<file path="config.mk">
export PLATFORM = sky130hd
export DESIGN_NAME = uart_tx_stream
export DESIGN_NICKNAME = d
export VERILOG_FILES = /design/src/rtl/uart_pkg.sv /design/src/rtl/uart_tx_stream_fifo.sv /design/src/rtl/uart_tx_stream.sv
export SDC_FILE = /design/constraint.sdc
export NUM_CORES = 1
export LEC_CHECK = 0
export ABC_AREA = 1
export ABC_CLOCK_PERIOD_IN_PS = 2600
export CORE_ASPECT_RATIO = 0.75
export CORE_MARGIN = 5
export CORE_UTILIZATION = 50
export DETAILED_ROUTE_END_ITERATION = 10
export PLACE_DENSITY = 0.78
export REMOVE_ABC_BUFFERS = 1
export SLEW_MARGIN = 20
export SYNTH_ARGS = -nofsm -noshare
export SYNTH_HDL_FRONTEND = slang
export SYNTH_SLANG_ARGS = --single-unit
</file>
<file path="constraint.sdc">
create_clock -name clk -period 2.6 [get_ports clk]
set_clock_uncertainty 0.2 [all_clocks]
set_input_delay 0.52 -clock clk [delete_from_list [all_inputs] [get_ports clk]]
set_output_delay 0.52 -clock clk [all_outputs]
set_load 0.005 [all_outputs]
</file>
<file path="src/rtl/uart_pkg.sv">
// Shared encodings and widths for the UART transmit and receive paths.
package uart_pkg;

    // Parity encodings used by the PARITY parameter.
    localparam int PAR_NONE = 0;
    localparam int PAR_EVEN = 1;
    localparam int PAR_ODD  = 2;

    // Upper bounds of the timing parameters and the counter widths they imply.
    localparam int CLK_DIV_MAX  = 65535;
    localparam int GAP_BITS_MAX = 65535;
    localparam int BAUD_CNT_W   = $clog2(CLK_DIV_MAX + 1);
    localparam int BIT_CNT_W    = $clog2(GAP_BITS_MAX + 1);

    // Frame engine states.
    typedef enum logic [2:0] {
        ST_IDLE,
        ST_START,
        ST_DATA,
        ST_PAR,
        ST_STOP,
        ST_GAP
    } tx_state_e;

endpackage

</file>
<file path="src/rtl/uart_tx_stream_fifo.sv">
// Synchronous FIFO with registered full/empty/level; shared with the rx path.
module sync_fifo #(
    parameter int WIDTH = 8,
    parameter int DEPTH = 4
) (
    input  logic                     clk,
    input  logic                     rst,
    input  logic                     push,
    input  logic [WIDTH-1:0]         wr_data,
    input  logic                     pop,
    output logic [WIDTH-1:0]         rd_data,
    output logic                     full,
    output logic                     empty,
    output logic [$clog2(DEPTH):0]   level
);

    localparam int PTR_W = $clog2(DEPTH);
    localparam int PW    = PTR_W + 1;

    if (DEPTH < 2 || (DEPTH & (DEPTH - 1)) != 0) begin : g_bad_depth
        $error("sync_fifo: DEPTH must be a power of two, at least 2");
    end

    logic [WIDTH-1:0] mem_q [DEPTH];
    logic [PTR_W:0]   wr_ptr_q, wr_ptr_d;
    logic [PTR_W:0]   rd_ptr_q, rd_ptr_d;
    logic [PTR_W:0]   level_q, level_d;
    logic             full_q, full_d;
    logic             empty_q, empty_d;
    logic             do_push, do_pop;

    // Next pointers; full/empty/level are derived from them so they can be registered.
    always_comb begin
        do_push  = push && !full_q;
        do_pop   = pop && !empty_q;
        wr_ptr_d = wr_ptr_q;
        rd_ptr_d = rd_ptr_q;
        if (do_push) wr_ptr_d = wr_ptr_q + PW'(1);
        if (do_pop)  rd_ptr_d = rd_ptr_q + PW'(1);
        level_d  = wr_ptr_d - rd_ptr_d;
        full_d   = (wr_ptr_d[PTR_W] != rd_ptr_d[PTR_W]) &&
                   (wr_ptr_d[PTR_W-1:0] == rd_ptr_d[PTR_W-1:0]);
        empty_d  = (wr_ptr_d == rd_ptr_d);
    end

    // Pointer and status registers.
    always_ff @(posedge clk or posedge rst) begin
        if (rst) begin
            wr_ptr_q <= '0;
            rd_ptr_q <= '0;
            level_q  <= '0;
            full_q   <= 1'b0;
            empty_q  <= 1'b1;
        end else begin
            wr_ptr_q <= wr_ptr_d;
            rd_ptr_q <= rd_ptr_d;
            level_q  <= level_d;
            full_q   <= full_d;
            empty_q  <= empty_d;
        end
    end

    // Storage array; contents need no reset since pointers define validity.
    always_ff @(posedge clk) begin
        if (do_push) mem_q[wr_ptr_q[PTR_W-1:0]] <= wr_data;
    end

    assign rd_data = mem_q[rd_ptr_q[PTR_W-1:0]];
    assign full    = full_q;
    assign empty   = empty_q;
    assign level   = level_q;

endmodule

</file>
<file path="src/rtl/uart_tx_stream.sv">
// Parametrised UART transmitter fed from a byte FIFO.
module uart_tx_stream
    import uart_pkg::*;
#(
    parameter int CLK_DIV    = 868,
    parameter int DATA_BITS  = 8,
    parameter int PARITY     = 0,
    parameter int STOP_BITS  = 1,
    parameter int GAP_BITS   = 0,
    parameter int FIFO_DEPTH = 4
) (
    input  logic                          clk,
    input  logic                          rst,
    input  logic                          en,
    input  logic                          in_valid,
    input  logic [DATA_BITS-1:0]          in_data,
    output logic                          in_ready,
    output logic [$clog2(FIFO_DEPTH):0]   fifo_level,
    output logic                          tx,
    output logic                          busy,
    output logic                          frame_done
);

    if (CLK_DIV < 2 || CLK_DIV > CLK_DIV_MAX) begin : g_bad_clk_div
        $error("uart_tx_stream: CLK_DIV out of range 2..65535");
    end
    if (DATA_BITS < 5 || DATA_BITS > 8) begin : g_bad_data_bits
        $error("uart_tx_stream: DATA_BITS out of range 5..8");
    end
    if (PARITY != PAR_NONE && PARITY != PAR_EVEN && PARITY != PAR_ODD) begin : g_bad_parity
        $error("uart_tx_stream: PARITY must be 0, 1 or 2");
    end
    if (STOP_BITS != 1 && STOP_BITS != 2) begin : g_bad_stop_bits
        $error("uart_tx_stream: STOP_BITS must be 1 or 2");
    end
    if (GAP_BITS < 0 || GAP_BITS > GAP_BITS_MAX) begin : g_bad_gap_bits
        $error("uart_tx_stream: GAP_BITS out of range 0..65535");
    end
    if (FIFO_DEPTH < 2 || (FIFO_DEPTH & (FIFO_DEPTH - 1)) != 0) begin : g_bad_fifo_depth
        $error("uart_tx_stream: FIFO_DEPTH must be a power of two, at least 2");
    end

    localparam logic [BAUD_CNT_W-1:0] BAUD_LAST = BAUD_CNT_W'(CLK_DIV - 1);
    localparam logic [BIT_CNT_W-1:0]  DATA_LAST = BIT_CNT_W'(DATA_BITS - 1);
    localparam logic [BIT_CNT_W-1:0]  STOP_LAST = BIT_CNT_W'(STOP_BITS - 1);
    localparam logic [BIT_CNT_W-1:0]  GAP_LAST  = BIT_CNT_W'(GAP_BITS - 1);

    tx_state_e               state_q, state_d;
    logic [BAUD_CNT_W-1:0]   cnt_q, cnt_d;
    logic [BIT_CNT_W-1:0]    bit_q, bit_d;
    logic [DATA_BITS-1:0]    shift_q, shift_d;
    logic                    par_q, par_d;
    logic                    tx_q, tx_d;
    logic                    busy_q, busy_d;
    logic                    frame_done_q, frame_done_d;

    logic                    fifo_full, fifo_empty;
    logic [DATA_BITS-1:0]    fifo_rd_data;
    logic                    start_frame;
    logic                    bit_end;
    logic                    restart;

    sync_fifo #(
        .WIDTH (DATA_BITS),
        .DEPTH (FIFO_DEPTH)
    ) u_fifo (
        .clk     (clk),
        .rst     (rst),
        .push    (in_valid),
        .wr_data (in_data),
        .pop     (start_frame),
        .rd_data (fifo_rd_data),
        .full    (fifo_full),
        .empty   (fifo_empty),
        .level   (fifo_level)
    );

    assign in_ready = ~fifo_full;

    // Next-state, bit timing and line level; tx/busy/frame_done are registered one cycle behind the state.
    always_comb begin
        state_d      = state_q;
        cnt_d        = cnt_q;
        bit_d        = bit_q;
        shift_d      = shift_q;
        par_d        = par_q;
        tx_d         = 1'b1;
        frame_done_d = 1'b0;
        start_frame  = 1'b0;
        bit_end      = (cnt_q == BAUD_LAST);
        restart      = en && !fifo_empty;
        busy_d       = (state_q != ST_IDLE);

        if (state_q != ST_IDLE) begin
            cnt_d = bit_end ? '0 : cnt_q + BAUD_CNT_W'(1);
        end

        unique case (state_q)
            ST_IDLE: begin
                cnt_d       = '0;
                bit_d       = '0;
                start_frame = restart;
            end
            ST_START: begin
                tx_d = 1'b0;
                if (bit_end) begin
                    state_d = ST_DATA;
                    bit_d   = '0;
                end
            end
            ST_DATA: begin
                tx_d = shift_q[0];
                if (bit_end) begin
                    shift_d = shift_q >> 1;
                    if (bit_q == DATA_LAST) begin
                        bit_d   = '0;
                        state_d = (PARITY != PAR_NONE) ? ST_PAR : ST_STOP;
                    end else begin
                        bit_d = bit_q + BIT_CNT_W'(1);
                    end
                end
            end
            ST_PAR: begin
                tx_d = par_q;
                if (bit_end) begin
                    state_d = ST_STOP;
                    bit_d   = '0;
                end
            end
            ST_STOP: begin
                if (bit_end) begin
                    if (bit_q == STOP_LAST) begin
                        frame_done_d = 1'b1;
                        bit_d        = '0;
                        if (GAP_BITS > 0) begin
                            state_d = ST_GAP;
                        end else begin
                            state_d     = ST_IDLE;
                            start_frame = restart;
                        end
                    end else begin
                        bit_d = bit_q + BIT_CNT_W'(1);
                    end
                end
            end
            ST_GAP: begin
                if (bit_end) begin
                    if (bit_q == GAP_LAST) begin
                        bit_d       = '0;
                        state_d     = ST_IDLE;
                        start_frame = restart;
                    end else begin
                        bit_d = bit_q + BIT_CNT_W'(1);
                    end
                end
            end
            default: state_d = ST_IDLE;
        endcase

        // Loading the next byte overrides whatever state the frame end chose.
        if (start_frame) begin
            state_d = ST_START;
            cnt_d   = '0;
            bit_d   = '0;
            shift_d = fifo_rd_data;
            par_d   = (PARITY == PAR_ODD) ? ~(^fifo_rd_data) : ^fifo_rd_data;
        end
    end

    // State and output registers.
    always_ff @(posedge clk or posedge rst) begin
        if (rst) begin
            state_q      <= ST_IDLE;
            cnt_q        <= '0;
            bit_q        <= '0;
            shift_q      <= '0;
            par_q        <= 1'b0;
            tx_q         <= 1'b1;
            busy_q       <= 1'b0;
            frame_done_q <= 1'b0;
        end else begin
            state_q      <= state_d;
            cnt_q        <= cnt_d;
            bit_q        <= bit_d;
            shift_q      <= shift_d;
            par_q        <= par_d;
            tx_q         <= tx_d;
            busy_q       <= busy_d;
            frame_done_q <= frame_done_d;
        end
    end

    assign tx         = tx_q;
    assign busy       = busy_q;
    assign frame_done = frame_done_q;

endmodule

</file>
==> flow_summary.ini <==
[run_status]
status = completed

[global_route]
grt_pass1_wl_um = 15200
busiest_layer = met2
grt_max_degree = 29
grt_util_met2 = 0.283
grtUsageMet3 = 0.0320
use_met1 = 0.229
grt_pass1_vias = 3324
gr-total-overflow = 0
grt_usage = 0.171
antenna_found_initial = 0

[worst_setup_path]
rrSetupSlack_ns = 0.13
rr_endpoint = u_fifo.level[2]
crit_path_start_kind = flop
critical_path_class = flop to flop
r2r_cells = 17
crit_path_end_kind = flop
worstPathArrival_ns = 2.51
path_max_fanout = 3
cp_data_required_time_ns = 2.64
worstReg2RegStart = bit_q[1]

[route]
dr_total_vias = 3361
via_per_inst = 5.14
wl_per_cell_um = 13.9
drc_errors = 0
postRouteAntennaNets = 0
routed_wl_um = 9090
drt_first_pass_iters = 4
drtIter0Drc = 154

[power]
power.switching_uw = 2190
p_leak_uw = 0.00230
pwr-share-seq = 0.359
p_clk_frac = 0.231
power_frac_comb = 0.410
p_sw_frac = 0.399
power_density_nw_per_um2 = 1060
p_int_uw = 3310
ir_drop_mv = 0.663

[final_layout]
final_cell_mix = nand2_1, nor2_1, inv_1
drive_gt1_frac = 0.128
areaGrowthSynthToFinish_pct = 16.6
nets = 563
final.fill_count = 676
antennaDiodeCount = 0
final_area_um2 = 5190
final_common_cell = nand2_1
final_core_util = 0.607
stdcell_count = 654

[logic_synthesis]
synth_area_leaders = dfrtp_1, edfxtp_1, nand2_1, nor2_1, inv_1
synthArstFlopShare = 0.644
yosys_register_bits = 90
yosysSeqAreaShare = 0.542
synth_ff_type = dfrtp_1
synth_edf_count = 32
synth_top_area_cell = dfrtp_1
synth.top_cell.area_share = 0.315
syn_inst = 504
yosys.cell_types.count = 39
yosysWarnings = 0
synth.avg_cell_area_um2 = 8.84
syn_area_um2 = 4450

[sta]
max_freq_mhz = 405
finalHoldViolCount = 0
worstMarginPinSlew_ns = 0.457
setup_viol = 0
relSlewSlack = 0.695
fin_crit_sh = 0.951
slew_viol_final = 0
fin_crit_ns = 2.47

[place]
dp_hpwl_um = 6330
portBuffers = 18
dpl_cell_area_um2 = 4810
dp.cells = 633
place.gp.congestion = 0.791

[flow_run]
cap_viol_max_count = 0

[floorplan]
die_w_um = 119
dieArea_um2 = 10900
row_count = 29
core_region_area_um2 = 8560
io_pins = 19
die_h_um = 91.7
initial_utilization = 0.520

[clocking]
path_clk_slew_ns = 0.07
clkLatencyLatePin_ns = 0.35
clockBufferDepth = 2
cts_sinks = 90
cts_buffers = 9
cts_tree = yes
ctsHoldBuffers = 0
root_buffer = clkbuf_16
h-tree-depth = 3

[worst_hold_path]
hp-class = primary input to asynchronous set/reset pin
-- through the flow --
stage          TNS (ns)  worst slack [ns]  total power, uW  hold slack (ns)
6_report              0             0.128             5500            0.259
3_3_place_gp          0             0.157             4040            0.243
3_5_place_dp          0            0.0853             4150            0.254
4_1_cts               0             0.102             5430            0.267
2_1_floorplan         0             0.266             3490            0.232
5_1_grt         -0.0719           -0.0719             5940            0.304
-- metal layers --
layer	routed length [um]	share of wire
met1	4220	0.46
met2	4360	0.48
met3	382	0.042
met4	129	0.014
met5	0	0
-- Yosys cell counts (2+ instances only) --
master,instances
xnor2_1,6
o21ai_0,17
nand2_2,7
dfstp_2,2
nand4_1,5
dfrtp_1,56
a211oi_1,2
a31oi_1,3
nand2_1,107
buf_6,2
nor3_1,8
nand3_1,33
o22a_1,3
ha_1,10
o22ai_1,6
o21ai_2,2
nand2_4,4
inv_2,4
nor2_2,6
a21oi_1,12
inv_1,65
edfxtp_1,32
xor2_1,13
buf_2,4
o21a_1,2
nor2_1,79
o21ai_1,2
-- cell families (layout without fill, tap and decap cells) --
kind of cell / count (synthesis) / in the layout / share of synthesized area
xor+xnor: 19 / 19 / 0.0374
compound gates: 52 / 52 / 0.0705
fa+ha+maj: 10 / 10 / 0.0281
buf+inv: 77 / 119 / 0.0702
flops: 90 / 90 / 0.542
simple gates: 256 / 256 / 0.252
-- flip-flops by register name, summed over array words and instances, names as in the netlist --
signal,cells
u_fifo.rd_ptr_q,3
state_q,3
bit_q,16
par_q,1
u_fifo.empty,1
busy,1
cnt_q,16
frame_done,1
shift_q,8
tx,1
u_fifo.mem_q,32
u_fifo.wr_ptr_q,3
u_fifo.level,3
u_fifo.full,1
-- worst max-delay path by stage --
stage              from               to  depth (start not counted)
6_report       bit_q[1]  u_fifo.level[2]                         17
5_1_grt        bit_q[0]  u_fifo.level[2]                         18
4_1_cts        bit_q[0]  u_fifo.level[2]                         16
3_5_place_dp         en  u_fifo.level[2]                         12
3_3_place_gp         en  u_fifo.level[2]                         12
2_1_floorplan  bit_q[0]  u_fifo.level[2]                         17
-- power groups by stage --
stage | Sequential [uW] | Clock [uW] | Combinational (uW)
after CTS | 1960 | 1280 | 2190
after detailed placement | 1990 | 0 | 2170
after global routing | 2010 | 1340 | 2590
after floorplan | 1990 | 0 | 1510
after global placement | 1980 | 0 | 2060
final | 1980 | 1270 | 2250
-- final cells by class --
cell class | count | area [um^2] | share of cell area
Tap cell | 108 | 135 | 0.0260
Clock buffer | 9 | 225 | 0.0434
Multi-Input combinational cell | 337 | 1780 | 0.343
Sequential cell | 90 | 2410 | 0.465
Clock inverter | 7 | 70.1 | 0.0135
Timing Repair Buffer | 33 | 305 | 0.0588
Inverter | 70 | 263 | 0.0506
-- critical path: stages (launching register included) --
cell	delay [ns]
dfrtp_1	0.42
inv_1	0.09
ha_1	0.17
nand3_1	0.09
nor2_1	0.11
nand2_1	0.10
nand2_2	0.09
nand3_1	0.09
nand2_2	0.13
nand2_4	0.09
xor2_2	0.17
ha_2	0.19
inv_1	0.04
ha_1	0.17
inv_1	0.05
nand2_1	0.06
nand2_1	0.06
nand2_1	0.05
-- repair_timing --
item,4_1_cts,5_1_grt
setup buffers,0,5
hold endpoints to repair,0,0
endpoints found under the setup margin,0,1
resized for setup,0,13
No activity file was read; power rests on OpenSTA's default activity.
